===== config.mk =====
export PLATFORM = sky130hd
export DESIGN_NAME = ov7670_sccb_config
export DESIGN_NICKNAME = d
export VERILOG_FILES = /design/src/rtl/ov7670_sccb_config.sv
export SDC_FILE = /design/constraint.sdc
export NUM_CORES = 1
export LEC_CHECK = 0
export CAP_MARGIN = 10
export CELL_PAD_IN_SITES_DETAIL_PLACEMENT = 1
export CELL_PAD_IN_SITES_GLOBAL_PLACEMENT = 2
export CORE_AREA = 5 5 174 125
export CTS_BUF_LIST = sky130_fd_sc_hd__clkbuf_8
export DETAILED_ROUTE_END_ITERATION = 6
export DIE_AREA = 0 0 179 130
export GPL_TIMING_DRIVEN = 0
export PLACE_DENSITY_LB_ADDON = 0.1
export SLEW_MARGIN = 20
export SYNTH_ARGS = -nofsm -noshare
export SYNTH_HDL_FRONTEND = slang
export SYNTH_SLANG_ARGS = --single-unit

===== constraint.sdc =====
create_clock -name clk_i -period 9.15 [get_ports clk_i]
set_input_delay 1.3725 -clock clk_i [delete_from_list [all_inputs] [get_ports clk_i]]
set_output_delay 1.3725 -clock clk_i [all_outputs]
set_load 0.02 [all_outputs]

===== src/rtl/ov7670_sccb_config.sv =====
// ov7670_sccb_config
//   Walks an external synchronous ROM of {sub_addr, value} pairs and issues
//   one 3-phase SCCB write (DEV_ID, sub_addr, value) per entry, so the camera
//   is configured before capture is enabled. sub_addr 8'hF0 is an inline delay
//   of value*DELAY_UNIT clocks; sub_addr 8'hFF ends the table.
// Ports
//   clk_i        system clock, rising edge
//   rst_i        asynchronous active-high reset
//   start_i      1-cycle pulse, runs the table from entry 0 (ignored while busy)
//   rom_addr_o   table index; rom_data_i is valid 1 clk after it changes
//   rom_data_i   {sub_addr[15:8], value[7:0]}
//   sio_c_o      SCCB clock, push-pull
//   sio_d_out_o  SCCB data value
//   sio_d_oe_o   1 = drive sio_d_out_o, 0 = release
//   busy_o       high from accepted start until the table finishes
//   cfg_done_o   high once the table finished; cleared by the next start
//   wr_count_o   SCCB writes completed this run, saturating at 255
module ov7670_sccb_config #(
  parameter int unsigned CLK_DIV    = 250,
  parameter logic [7:0]  DEV_ID     = 8'h42,
  parameter int unsigned NUM_REGS   = 128,
  parameter int unsigned DELAY_UNIT = 25000,
  parameter int unsigned GAP_TICKS  = 8
) (
  input  logic        clk_i,
  input  logic        rst_i,
  input  logic        start_i,
  output logic [6:0]  rom_addr_o,
  input  logic [15:0] rom_data_i,
  output logic        sio_c_o,
  output logic        sio_d_out_o,
  output logic        sio_d_oe_o,
  output logic        busy_o,
  output logic        cfg_done_o,
  output logic [7:0]  wr_count_o
);
  localparam int unsigned      DIV_W     = (CLK_DIV > 1) ? $clog2(CLK_DIV) : 1;
  localparam logic [DIV_W-1:0] DIV_LAST  = DIV_W'(CLK_DIV - 1);
  localparam logic [6:0]       ADDR_LAST = 7'(NUM_REGS - 1);
  localparam logic [31:0]      GAP_LAST  = 32'(GAP_TICKS - 1);
  localparam logic [7:0]       SUB_END   = 8'hFF;
  localparam logic [7:0]       SUB_DLY   = 8'hF0;

  typedef enum logic [2:0] {
    S_IDLE, S_FETCH, S_START, S_BIT, S_STOP, S_GAP, S_DELAY, S_DONE
  } state_t;

  state_t           state_q, state_d;
  logic [DIV_W-1:0] div_q, div_d;
  logic [1:0]       qtr_q, qtr_d;      // quarter-bit phase (also step in START/STOP)
  logic [4:0]       bit_q, bit_d;      // 0..26 within the 27-bit frame
  logic [31:0]      cnt_q, cnt_d;      // FETCH clk wait / GAP ticks / DELAY countdown
  logic [26:0]      shift_q, shift_d;
  logic [6:0]       addr_q, addr_d;
  logic [7:0]       wr_q, wr_d;
  logic             busy_q, busy_d;
  logic             done_q, done_d;
  logic             scl_q, scl_d;
  logic             sda_q, sda_d;
  logic             oe_q, oe_d;

  logic       tick;
  logic       adv;       // move to the next table entry (or finish)
  logic       refetch;   // FETCH re-entered from FETCH: restart its timers
  logic       ack_bit;
  logic [7:0] sub, val;

  assign tick    = (div_q == DIV_LAST);
  assign sub     = rom_data_i[15:8];
  assign val     = rom_data_i[7:0];
  // 9th bit of each byte belongs to the slave; the line is released for it
  assign ack_bit = (bit_q == 5'd8) || (bit_q == 5'd17) || (bit_q == 5'd26);

  always_comb begin
    state_d = state_q;
    div_d   = tick ? '0 : div_q + DIV_W'(1);
    qtr_d   = qtr_q;
    bit_d   = bit_q;
    cnt_d   = cnt_q;
    shift_d = shift_q;
    addr_d  = addr_q;
    wr_d    = wr_q;
    busy_d  = busy_q;
    done_d  = done_q;
    scl_d   = scl_q;
    sda_d   = sda_q;
    oe_d    = oe_q;
    adv     = 1'b0;
    refetch = 1'b0;

    case (state_q)
      S_IDLE: begin
        if (start_i) begin
          addr_d  = '0;
          wr_d    = '0;
          busy_d  = 1'b1;
          done_d  = 1'b0;
          cnt_d   = '0;
          state_d = S_FETCH;
        end
      end

      // rom_data_i reflects addr_q from the second clock in this state
      S_FETCH: begin
        cnt_d = cnt_q + 32'd1;
        if (cnt_q == 32'd1) begin
          if (sub == SUB_END) begin
            state_d = S_DONE;
          end else if (sub == SUB_DLY) begin
            if (val == 8'd0) begin
              adv = 1'b1;
            end else begin
              cnt_d   = 32'(val) * DELAY_UNIT - 32'd1;
              state_d = S_DELAY;
            end
          end else begin
            shift_d = {DEV_ID, 1'b0, sub, 1'b0, val, 1'b0};
            state_d = S_START;
          end
        end
      end

      // data falls while clock is still high, then clock falls
      S_START: begin
        if (tick) begin
          qtr_d = qtr_q + 2'd1;
          if (qtr_q == 2'd0) begin
            sda_d = 1'b0;
          end else begin
            scl_d   = 1'b0;
            state_d = S_BIT;
          end
        end
      end

      S_BIT: begin
        if (tick) begin
          qtr_d = qtr_q + 2'd1;
          case (qtr_q)
            2'd0: begin
              sda_d = shift_q[26];
              oe_d  = ~ack_bit;
            end
            2'd1: scl_d = 1'b1;
            2'd2: ;
            default: begin
              scl_d   = 1'b0;
              shift_d = {shift_q[25:0], 1'b0};
              if (bit_q == 5'd26) state_d = S_STOP;
              else                bit_d   = bit_q + 5'd1;
            end
          endcase
        end
      end

      // drive data low under a low clock, raise clock, then data rises
      S_STOP: begin
        if (tick) begin
          qtr_d = qtr_q + 2'd1;
          case (qtr_q)
            2'd0: begin
              oe_d  = 1'b1;
              sda_d = 1'b0;
            end
            2'd1: scl_d = 1'b1;
            default: begin
              sda_d   = 1'b1;
              if (wr_q != 8'hFF) wr_d = wr_q + 8'd1;
              cnt_d   = '0;
              state_d = S_GAP;
            end
          endcase
        end
      end

      S_GAP: begin
        if (tick) begin
          if (cnt_q == GAP_LAST) adv = 1'b1;
          else                   cnt_d = cnt_q + 32'd1;
        end
      end

      S_DELAY: begin
        if (cnt_q == 32'd0) adv = 1'b1;
        else                cnt_d = cnt_q - 32'd1;
      end

      S_DONE: begin
        scl_d   = 1'b1;
        sda_d   = 1'b1;
        oe_d    = 1'b1;
        state_d = S_IDLE;
      end

      default: state_d = S_IDLE;
    endcase

    // rom_addr never passes the last table slot
    if (adv) begin
      if (addr_q == ADDR_LAST) begin
        state_d = S_DONE;
      end else begin
        addr_d  = addr_q + 7'd1;
        cnt_d   = '0;
        refetch = 1'b1;
        state_d = S_FETCH;
      end
    end

    if ((state_d != state_q) || refetch) begin
      div_d = '0;
      qtr_d = '0;
      bit_d = '0;
    end

    if ((state_d == S_DONE) && (state_q != S_DONE)) begin
      busy_d = 1'b0;
      done_d = 1'b1;
    end
  end

  always_ff @(posedge clk_i or posedge rst_i) begin
    if (rst_i) begin
      state_q <= S_IDLE;
      div_q   <= '0;
      qtr_q   <= '0;
      bit_q   <= '0;
      cnt_q   <= '0;
      shift_q <= '0;
      addr_q  <= '0;
      wr_q    <= '0;
      busy_q  <= 1'b0;
      done_q  <= 1'b0;
      scl_q   <= 1'b1;
      sda_q   <= 1'b1;
      oe_q    <= 1'b1;
    end else begin
      state_q <= state_d;
      div_q   <= div_d;
      qtr_q   <= qtr_d;
      bit_q   <= bit_d;
      cnt_q   <= cnt_d;
      shift_q <= shift_d;
      addr_q  <= addr_d;
      wr_q    <= wr_d;
      busy_q  <= busy_d;
      done_q  <= done_d;
      scl_q   <= scl_d;
      sda_q   <= sda_d;
      oe_q    <= oe_d;
    end
  end

  assign rom_addr_o  = addr_q;
  assign sio_c_o     = scl_q;
  assign sio_d_out_o = sda_q;
  assign sio_d_oe_o  = oe_q;
  assign busy_o      = busy_q;
  assign cfg_done_o  = done_q;
  assign wr_count_o  = wr_q;

endmodule


==> summary.md <==
| Metric | Value |
|---|---|
| Outcome | `complete, no violations` |
| Post-Place Worst Slack | `2.54 ns` |
| Routed vias | `approximately 7.6k` |
| Cell variety after synth | `85` |
| Fin nets | `1117` |
| Resized cells post-CTS | `0` |
| Slew headroom | `a little over a quarter` |
| Total CTS buffers | `9` |
| Worst-path clk slew | `0.11 ns` |
| Max-cap violations | `0` |
| Routability-driven placement congestion ratio | `approximately 0.86` |
| Ant. Diodes | `0` |
| Register area share after synthesis | `29.3%` |
| Ys flop type | `dfrtp_1` |
| GRT Total Usage | `23.2%` |
| First-pass GRT wire length | `43100 um` |
| # clock sinks | `96` |
| Die height | `130 um` |
| CTS H-tree depth | `3` |
| Post-synth EDFFs | `0` |
| Detail Placement HPWL | `20100 um` |
| # port buffers | `38` |
| CP Class | `in -> reg` |
| Ys async rst share | `between 90% and 100%` |
| Fin crit period | `6.29 ns` |
| Initial antenna violation count | `0` |
| Final WS setup | `2.86 ns` |
| Maximum clock path buffer count | `2` |
| Synthesis-to-finish area growth | `11.6%` |
| Total I/O pin count | `39` |
| CTS tree | `yes` |
| # rows | `43` |
| Hold crit path type | `reg -> reg` |
| Grt ovf | `0` |
| Starting Density | `41.6%` |
| CTS root buf | `clkbuf_8` |
| Net count after synthesis | `approximately 1.1k` |
| Mapped cell area | `0.00821 mm2` |
| Clk Latency, worst-skew pair | `0.40 ns` |
| Setup TNS | `0 ns` |
| Antenna Violating Nets Remaining | `0` |
| Tcrit/Tclk final | `68.7%` |
| Fmax | `159 MHz` |
| Post-CTS Setup Bufs | `0` |
| Hold_sp | `shift_q[10]$_DFFE_PP0P_` |
| Worst path cell trace | `clkdlybuf4s50_1 -> ha_1 -> fa_1 -> fa_1 -> ha_1 -> ha_1 -> a21o_1 -> a31o_1 -> or3_4 -> a2111oi_4 -> nand3b_1 -> xnor2_1 -> a2111oi_0 -> a41oi_1` |
| DRT Pass-1 Iters | `5` |
| Die Wd | `179 um` |
| CP most frequent cell | `ha_1` |
| Share of post-route cells with drive strength above 1 | `between 6 and 7%` |
| Reg-to-Reg Start | `div_q[1]$_DFF_PP0_` |
| RSZ-0062 raised after global routing | `no` |
| Nature of the critical path startpoint | `primary input` |
| Final WL | `~26000 um` |
| Cts-stage hold buffer count | `0` |
| Endpoints failing setup | `0` |
| Final Max Tran Viols | `0` |
| CP endpoint kind | `flop` |
| Avg Cell Area, Syn | `8.51 um2` |
| Hold Slack | `0.491 ns` |
| CP Max Fanout | `7` |
| Synth warn | `0` |
| Setup crit start | `rom_data_i[4]` |
| Arrival @ worst endpoint | `6.53 ns` |
| Register bit count reported by yosys | `96` |
| Vias in the first global route | `7769` |
| Worst Tran Pin Value | `1.08 ns` |
| WP data required | `between 9 and 10 ns` |
| Setup Skew | `0.0124 ns` |
| DR vias/cell | `5.93` |
| Mapped Cells | `slightly below 1k` |
| Worst path max stage delay | `0.64 ns` |
| Core area | `between 0.015 and 0.02 mm2` |
| Number of DRC violations after detailed-routing iteration 0 | `593` |
| Post-route DRC violation count | `0` |
| Fin. Hold Viols | `0` |
| Worst VDD drop | `73.3 uV` |
| Pin count of the biggest net entering global routing | `59` |
| Lkg Pwr | `0.00390 uW` |
| P per Cell Area | `126 mW/mm2` |
| Max stage delay cell, worst path | `clkdlybuf4s50_1` |
| Routed WL per cell | `20.2 um` |
| Die ar. | `roughly 0.023 mm2` |
-- path summary, 6_finish.rpt --
| kind | endpoint | slack, ns | cells past startpoint |
|---|---|---|---|
| max in group asynchronous | sio_d_oe_o$_DFFE_PP1P_ | 7.10 | 3 |
| worst min-delay path | shift_q[10]$_DFFE_PP0P_ | 0.49 | 2 |
| min in group asynchronous | cnt_q[23]$_DFF_PP0_ | 1.35 | 2 |
| worst max register to register | cnt_q[8]$_DFF_PP0_ | 5.22 | 11 |
| worst min register to register | shift_q[10]$_DFFE_PP0P_ | 0.49 | 2 |
| worst max-delay path | cnt_q[13]$_DFF_PP0_ | 2.86 | 14 |
-- logic make-up (layout without fill, tap and decap cells) --
family          after synthesis  after routing  share of synthesized area, %
flops                        96             96                          29.3
simple gates                382            382                          23.8
xor+xnor                     57             57                          6.08
fa+ha+maj                    83             83                          13.7
compound gates              243            243                          20.5
buf+inv                      86            141                          4.30
mux                          18             18                          2.26
-- synthesized netlist by cell type, drive strengths merged, types with 12 or more instances --
cell / count / area [um2]
nand2: 113 / 424
dfrtp: 93 / 2330
nor2: 79 / 297
ha: 71 / 888
o21ai: 67 / 335
a21oi: 41 / 213
clkbuf: 37 / 139
inv: 33 / 124
nor3: 32 / 180
xnor2: 31 / 272
nand3: 28 / 140
xor2: 26 / 228
and3: 23 / 145
nor4: 19 / 131
nand4: 18 / 134
buf: 15 / 81.3
mux2i: 14 / 140
or3: 13 / 86.3
fa: 12 / 240
-- worst max-delay path: cells and delay by family --
kind	cells	cell delay, ns
AND/OR/NAND/NOR	2	0.65
adder cells (fa/ha/maj)	5	2.05
XOR/XNOR	1	0.20
buffers and inverters	1	0.64
AO/OA/AOI/OAI	5	1.62
-- routing by layer --
layer  part of all wire (%)  vias to the layer above  GRT usage [%]
met5                      0                        -              0
met4                   0.58                        0           3.38
met3                    4.7                       10           4.17
met2                     40                      170           32.7
met1                     55                     3817           37.4
li1                       -                     3648              -
-- layout make-up --
cell class                 count  area [um2]
buffer                        53         229
clock buffer                  10         138
clock inverter                 6        61.3
fill                        2350       10600
inverter                      33         129
multi-input combinational    783        5450
sequential                    96        2410
tap                          270         338
timing repair buffer          39         408
-- cells in the final DEF (no fill, tap or decap), types with 10 or more instances in the layout --
| cell type | synthesis | routed |
|---|---|---|
| nor3_1 | 28 | 28 |
| o211ai_1 | 11 | 11 |
| ha_1 | 71 | 71 |
| xnor2_1 | 31 | 31 |
| dfrtp_1 | 93 | 93 |
| clkbuf_8 | 0 | 10 |
| a21oi_1 | 39 | 39 |
| nand2_1 | 113 | 113 |
| mux2i_1 | 14 | 14 |
| fa_1 | 12 | 12 |
| nand4_1 | 16 | 16 |
| clkbuf_1 | 37 | 37 |
| nand3_1 | 28 | 28 |
| o21ai_0 | 66 | 66 |
| nand2b_1 | 11 | 11 |
| nor2_1 | 79 | 79 |
| xor2_1 | 26 | 26 |
| or3_1 | 12 | 12 |
| and3_1 | 22 | 22 |
| o22ai_1 | 11 | 11 |
| inv_1 | 33 | 32 |
| buf_2 | 11 | 11 |
| nor4_1 | 17 | 17 |
| a21o_1 | 11 | 11 |
| clkdlybuf4s50_1 | 0 | 38 |
-- report_power, final --
group	leakage (uW)	switching, uW	internal [uW]
clock	0.0000982	186	113
combinational	0.00267	252	178
sequential	0.00114	1.44	427
total	0.00390	439	718
-- state kept, by name (all words and copies together), names as in the netlist --
register,cells
shift_q,26
cfg_done_o,1
sio_c_o,1
cnt_q,32
busy_o,1
div_q,8
qtr_q,2
sio_d_oe_o,1
state_q,3
sio_d_out_o,1
rom_addr_o,7
wr_count_o,8
bit_q,5
-- through the flow --
step	cell area [um2]	cells	util (%)	total power (uW)
6_report	9160	1290	46.4	1160
4_1_cts	9160	1290	46.4	1170
3_5_place_dp	8960	1274	45.4	864
5_1_grt	9160	1290	46.4	1240
2_1_floorplan	8210	965	-	768
3_3_place_gp	8930	1273	45.2	855
Note: power is estimated with default switching activity, not from simulation.
